<file path="src/rtl/config_frame_sequencer.sv">
// config_frame_sequencer: parses loader words into sync/header/row data and sequences row writes and frame commits.
module config_frame_sequencer #(
  parameter int          NumberOfRows    = 16,
  parameter int          NumberOfCols    = 16,
  parameter int          MaxFramesPerCol = 20,
  parameter logic [31:0] SyncWord        = 32'hFAB0_FAB1
) (
  input  logic        CLK,
  input  logic        RST,
  input  logic [31:0] WriteData,
  input  logic        WriteStrobe,
  input  logic        ComActive,
  output logic [31:0] RowData,
  output logic [4:0]  RowSelect,
  output logic        RowWriteStrobe,
  output logic        FrameStrobe,
  output logic [6:0]  FrameColumn,
  output logic [4:0]  FrameIndex,
  output logic        ConfigBusy,
  output logic        ErrorFlag
);
  typedef enum logic [1:0] {IDLE, HEADER, DATA, COMMIT} state_t;
  localparam logic [4:0] LAST = 5'(NumberOfRows - 1);
  state_t     state;
  logic [4:0] row;
  logic       skip;
  logic [6:0] col;
  logic [4:0] idx;
  logic       bad;
  assign bad = 32'(WriteData[30:24]) >= NumberOfCols || 32'(WriteData[4:0]) >= MaxFramesPerCol;
  // Header fields land in col/idx first; the outputs trail by one cycle so a
  // header taken in the COMMIT cycle cannot disturb the pending FrameStrobe.
  always_ff @(posedge CLK or posedge RST) begin
    if (RST) begin
      state          <= IDLE;
      row            <= '0;
      skip           <= 1'b0;
      col            <= '0;
      idx            <= '0;
      RowData        <= '0;
      RowSelect      <= '0;
      RowWriteStrobe <= 1'b0;
      FrameStrobe    <= 1'b0;
      FrameColumn    <= '0;
      FrameIndex     <= '0;
      ConfigBusy     <= 1'b0;
      ErrorFlag      <= 1'b0;
    end else begin
      RowWriteStrobe <= 1'b0;
      FrameStrobe    <= 1'b0;
      FrameColumn    <= col;
      FrameIndex     <= idx;
      if (state != IDLE && !ComActive) begin
        state      <= IDLE;
        ConfigBusy <= 1'b0;
        skip       <= 1'b0;
        row        <= '0;
        if (state == DATA) ErrorFlag <= 1'b1;
        if (state == COMMIT) FrameStrobe <= !skip;
      end else begin
        case (state)
          IDLE: if (WriteStrobe && WriteData == SyncWord) begin
            state      <= HEADER;
            ConfigBusy <= 1'b1;
            ErrorFlag  <= 1'b0;
          end
          DATA: if (WriteStrobe) begin
            if (!skip) begin
              RowData        <= WriteData;
              RowSelect      <= row;
              RowWriteStrobe <= 1'b1;
            end
            row <= row + 5'd1;
            if (row == LAST) state <= COMMIT;
          end
          default: begin
            if (state == COMMIT) begin
              FrameStrobe <= !skip;
              skip        <= 1'b0;
              state       <= HEADER;
            end
            if (WriteStrobe) begin
              if (WriteData[31]) begin
                state      <= IDLE;
                ConfigBusy <= 1'b0;
              end else begin
                col   <= WriteData[30:24];
                idx   <= WriteData[4:0];
                row   <= '0;
                state <= DATA;
                if (bad) begin
                  skip      <= 1'b1;
                  ErrorFlag <= 1'b1;
                end
              end
            end
          end
        endcase
      end
    end
  end
endmodule

</file>
<file path="config.mk">
export PLATFORM = sky130hd
export DESIGN_NAME = config_frame_sequencer
export DESIGN_NICKNAME = d
export VERILOG_FILES = /design/src/rtl/config_frame_sequencer.sv
export SDC_FILE = /design/constraint.sdc
export NUM_CORES = 1
export LEC_CHECK = 0
export BUFFER_PORTS_ARGS = -buffer_cell sky130_fd_sc_hd__buf_2
export CORE_UTILIZATION = 35
export DETAILED_ROUTE_END_ITERATION = 10
export PLACE_DENSITY_LB_ADDON = 0.25
export SKIP_LAST_GASP = 1
export SLEW_MARGIN = 30
export SYNTH_ARGS = -nofsm -noshare
export SYNTH_HDL_FRONTEND = slang
export SYNTH_SLANG_ARGS = --single-unit
</file>
<file path="constraint.sdc">
create_clock -name CLK -period 2.4 [get_ports CLK]
set_input_delay 0.12 -clock CLK [delete_from_list [all_inputs] [get_ports CLK]]
set_output_delay 0.12 -clock CLK [all_outputs]
set_load 0.01 [all_outputs]
</file>
After elaboration in Yosys (flattened, before gate mapping). Index checks and enable logic that the tools add are counted.

Flip-flop bits (word level): 73. Bits of input ports: 36.

Add/sub/neg operators: 1. $lt $le $gt $ge: 2. Equal/unequal tests: 13. Muxes and demuxes: 38. Bitwise operators: 4. Reduce and logical (&&, ||, !) cells: 19.

Operators by type and width (number): 32-bit equality test, second input constant (1); 1-bit 2-to-1 mux (23); 5-bit 2-to-1 mux (4); 4-bit AND reduction (4); 2-bit 2-to-1 mux (7); 5-bit one-hot mux with 2 select lines (1); 3-bit nonzero test (3); 7-bit by 5-bit >= comparator with 1-bit output, second input constant (1); 3-bit by 1-bit inequality test with 1-bit output, second input constant (2); 3-bit inequality test, second input constant (2); 6-bit AND reduction (1); 5-bit by 1-bit adder with 5-bit output, second input constant (1); 5-bit by 4-bit equality test with 1-bit output, second input constant (1); 5-bit >= comparator, second input constant (1); 2-bit equality test, second input constant (2); 2-bit by 1-bit inequality test with 1-bit output, second input constant (2); 2-bit inequality test, second input constant (2); 1-bit inverter (4); 1-bit one-hot mux with 2 select lines (2); 2-bit one-hot mux with 2 select lines (1); 2-bit nonzero test (2); 4-bit nonzero test (1); 3-bit by 2-bit inequality test with 1-bit output, second input constant (1); 3-bit AND reduction (1); 5 further kinds (7).

Logic depth before layout (Yosys ltp).
Depth in word-level cells: 7. Mapped depth: 9. Mapped depth without buffers: 7.

Worst setup path after synthesis. No wires, ideal clock.

Kind: register to register. From: reg state[0]. To: reg RowData[0]. Data arrival time: 1.814 ns. Required time: 2.275 ns. Setup slack: 0.461 ns. Stages on the path, launching flop included: 10. Path buffers: 3. Path through: dfrtp_1 inv_1 ha_1 clkbuf_2 o21a_1 nand2_1 nor2_1 buf_4 buf_4 mux2_2.

Word-level cells in the longest chain between the ends: 4. Elaborated cells on any way between the ends: 5.

RTL lines: start, declared (RTL line 24) `state_t state;`; start signal, assigned (RTL line 35) `state <= IDLE;`; start signal, assigned (RTL line 54) `state <= IDLE;`; start signal, assigned (RTL line 63) `state <= HEADER;`; 2-bit nonzero test (RTL line 53) `if (state != IDLE && !ComActive) begin`; 1-bit logical AND (RTL line 53); 1-bit inverter (no line); 4-bit AND reduction (no line) *; end signal, assigned (RTL line 69) `RowData <= WriteData;`; end, declared (RTL line 13) `output logic [31:0] RowData,`.

Mark *: on every way between the ends. The rest lies on a longest branch, timed or not. A chain may end at the register's enable or synchronous reset.

Final worst setup path.
From: reg state[0]. To: reg RowData[13].

Same word-level chain as after synthesis.

==> results_dict.tcl <==
set metrics [dict create \
    fillers 765 \
    p_comb_share_pct 30.7 \
    first_pass_iters 5 \
    layout.nets 355 \
    crit_path_max_incr_delay_ns 0.43 \
    antenna_found_initial 0 \
    synth-edff-count 0 \
    initialDrtViolationCount 94 \
    p_int_uw 3130 \
    std_cell_rows 33 \
    clockBufferDepth 2 \
    maxCapViolations 0 \
    skew_ns 0.00949 \
    cts_buffers 9 \
    cts_tree "done" \
    async_reset_ff_share_pct 100 \
    final_max_slew_viol_count 0 \
    n_antenna_cell 0 \
    syn-num-nets 255 \
    power.density_nw_per_um2 1170 \
    drive_gt1_share_pct 52.4 \
    synth_top_family_by_area "multiplexers" \
    p_switching_uw 1380 \
    hold_path_class "in2reg" \
    p_leak_uw 0.00189 \
    overflow 0 \
    crit_fanout 18 \
    finalCritPeriodShare_pct 87.5 \
    synth_flop_cell "dfrtp_1" \
    yosysUniqueCellTypes 37 \
    htreeDepth 3 \
    synth-xor-area-share_pct 0 \
    hold_path_depth 2 \
    slowest_stage "dfrtp_1" \
    via_per_inst 4.88 \
    crit_path_end_kind "register" \
    clockPowerShare_pct 26.5 \
    power_frac_seq_pct 42.9 \
    path_cells "inv_1 -> ha_1 -> o21a_1 -> nand2_1 -> nor2_4 -> buf_4 -> mux2_2" \
    cp_num_buf_inv 2 \
    ir_worst_vdd_mv 0.503 \
    root_buffer "clkbuf_8" \
    drc 0 \
    gp_congestion 0.874 \
    hold_viol 0 \
    io_buffers 88 \
    rsz0062_at_grt "no" \
    max_slew.worst_pin.slew_ns 0.590 \
    start_util_pct 36.3 \
    coreArea_sq_um 8220 \
    seq_area_frac_synth_pct 61.2 \
    critical_path_class "reg2reg" \
    dieArea_sq_um 8910 \
    num_io_pins 89 \
    fmax_ghz 0.476 \
    swShare_pct 30.6 \
    synth_cells 214 \
    rr_worst_depth 7 \
    critPathTopFamily "flip-flops" \
    start_kind "register" \
    cp.required_ns 2.63 \
    die_w_um 94.4 \
    clk_latency_ns 0.35 \
    synth.mux.area_fraction_pct 18.5 \
    ys_ff_latch 73 \
    first_global_vias 2042 \
    synth_compound_area_share_pct 7.00 \
    fin_crit_ns 2.10 \
    yosys.area_share.simple_pct 8.46 \
    status "complete, no violations" \
    routed-via-count 2068 \
    final_antenna_net_count 0 \
    synthToLayoutAreaGrowth_pct 29.1 \
    dpl.hpwl_um 4560 \
    path_depth 7 \
    design_area_sq_um 3860 \
    clock_sinks 73 \
    avgSynthCellArea_sq_um 14.0 \
    routed_wl_um 6370 \
    synth_area_sq_um 2990 \
    clkSlewWorstSetupHoldPaths_ns 0.08 \
    placed_area_sq_um 3570 \
    synth_adder_area_share_pct 2.09 \
    grt_max_degree 57 \
    grt_pass1_wl_um 10100 \
    ys_warn_count 0 \
    grt_usage_pct 15.3 \
    setup_tns_ns 0 \
    die_y_um 94.4 \
    max_slew_margin_pct 60.3 \
    final-setup-viol-count 0 \
    drt-wirelength-per-cell_um 15.0 \
    worstPathArrival_ns 2.33 \
    cts_resized 0 \
]
power groups by stage:
stage / Combinational [uW] / Clock (uW) / Sequential (uW)
global placement: 1390 / 0 / 1940
floorplan: 689 / 0 / 2110
CTS: 1410 / 1230 / 1940
finish: 1380 / 1190 / 1930
global route: 1530 / 1280 / 2000
detailed placement: 1400 / 0 / 1960
path summary, 6_finish.rpt:
path | start | endpoint | slack [ns]
hold reg to reg | col[5]$_DFFE_PP0P_ | FrameColumn[5]$_DFF_PP0_ | 0.38
setup reg to reg | state[0]$_DFFE_PP0P_ | RowData[13]$_DFFE_PP0P_ | 0.30
max in group asynchronous | RST | RowSelect[4]$_DFFE_PP0P_ | 1.48
hold / removal | WriteData[17] | RowData[17]$_DFFE_PP0P_ | 0.02
min in group asynchronous | RST | RowData[19]$_DFFE_PP0P_ | 0.31
setup / recovery | state[0]$_DFFE_PP0P_ | RowData[13]$_DFFE_PP0P_ | 0.30
metal layers:
metal / track usage (%) / part of all wire (%)
met1: 21.4 / 48
met2: 22.3 / 45
met3: 4.43 / 5.9
met4: 6.03 / 1.6
met5: 0 / 0
cell families after synthesis:
group | count (synthesis)
AND/OR/NAND/NOR | 41
AO/OA/AOI/OAI | 31
multiplexers | 49
adder cells (fa/ha/maj) | 5
buffers and inverters | 15
flip-flops | 73
state kept, by name, indices dropped and copies added, names as in the netlist:
name and cells:
RowSelect 5, col 7, RowData 32, FrameIndex 5, ConfigBusy 1, state 2
RowWriteStrobe 1, idx 5, skip 1, row 5, ErrorFlag 1, FrameColumn 7
FrameStrobe 1
Yosys cell counts (4+ instances only):
| library cell | count | area (sq um) |
|---|---|---|
| buf_4 | 6 | 45.0 |
| dfrtp_1 | 73 | 1830 |
| ha_1 | 5 | 62.6 |
| inv_1 | 5 | 18.8 |
| mux2_2 | 49 | 552 |
| nand2_1 | 7 | 26.3 |
| nand2b_1 | 4 | 25.0 |
| nor2_1 | 7 | 26.3 |
| o21ai_0 | 10 | 50.1 |
| o31ai_1 | 4 | 30.0 |
final cells by class:
cell class                 instances  area [sq um]  share of cell area [%]
sequential                        73          1830                    47.4
multi-input combinational        126          1080                    28.1
timing repair buffer              99           546                    14.1
clock buffer                      10           138                    3.57
tap                              105           131                    3.41
clock inverter                     6           113                    2.92
inverter                           5          18.8                   0.487
cell usage in the layout (no fill, tap or decap), types with 2 or more instances in the layout:
| master | netlist | layout |
|---|---|---|
| nand2b_1 | 4 | 4 |
| buf_4 | 6 | 6 |
| nor3_1 | 2 | 2 |
| a21boi_0 | 2 | 2 |
| o21ai_0 | 10 | 10 |
| nor2_1 | 7 | 6 |
| bufinv_16 | 0 | 3 |
| ha_1 | 5 | 5 |
| dlygate4sd3_1 | 0 | 4 |
| nand2_1 | 7 | 7 |
| nand4_1 | 2 | 2 |
| mux2_2 | 49 | 49 |
| clkbuf_8 | 0 | 10 |
| o211ai_1 | 2 | 2 |
| or2_2 | 2 | 2 |
| o21a_1 | 3 | 3 |
| and4b_1 | 3 | 3 |
| o31ai_1 | 4 | 4 |
| nand3_1 | 3 | 3 |
| nor4_1 | 2 | 2 |
| a22o_1 | 2 | 2 |
| a21oi_1 | 3 | 3 |
| inv_1 | 5 | 4 |
| buf_2 | 3 | 88 |
| dfrtp_1 | 73 | 73 |
per-stage QoR:
stage          setup WS, ns  util, %  power [uW]  cells  hold WS [ns]
6_report              0.300     46.9        4510    424        0.0205
5_1_grt               0.101     46.9        4810    424       0.00109
4_1_cts               0.287     46.9        4580    424      0.000994
3_5_place_dp          0.296     43.4        3360    404         0.138
3_3_place_gp          0.332     43.4        3330    404         0.131
2_1_floorplan         0.427        -        2800    214         0.272
timing repair:
item	in CTS	in global routing
hold buffers	4	0
endpoints found under the hold margin	20	0
buffers inserted	0	0
No activity file was read; power rests on OpenSTA's default activity.
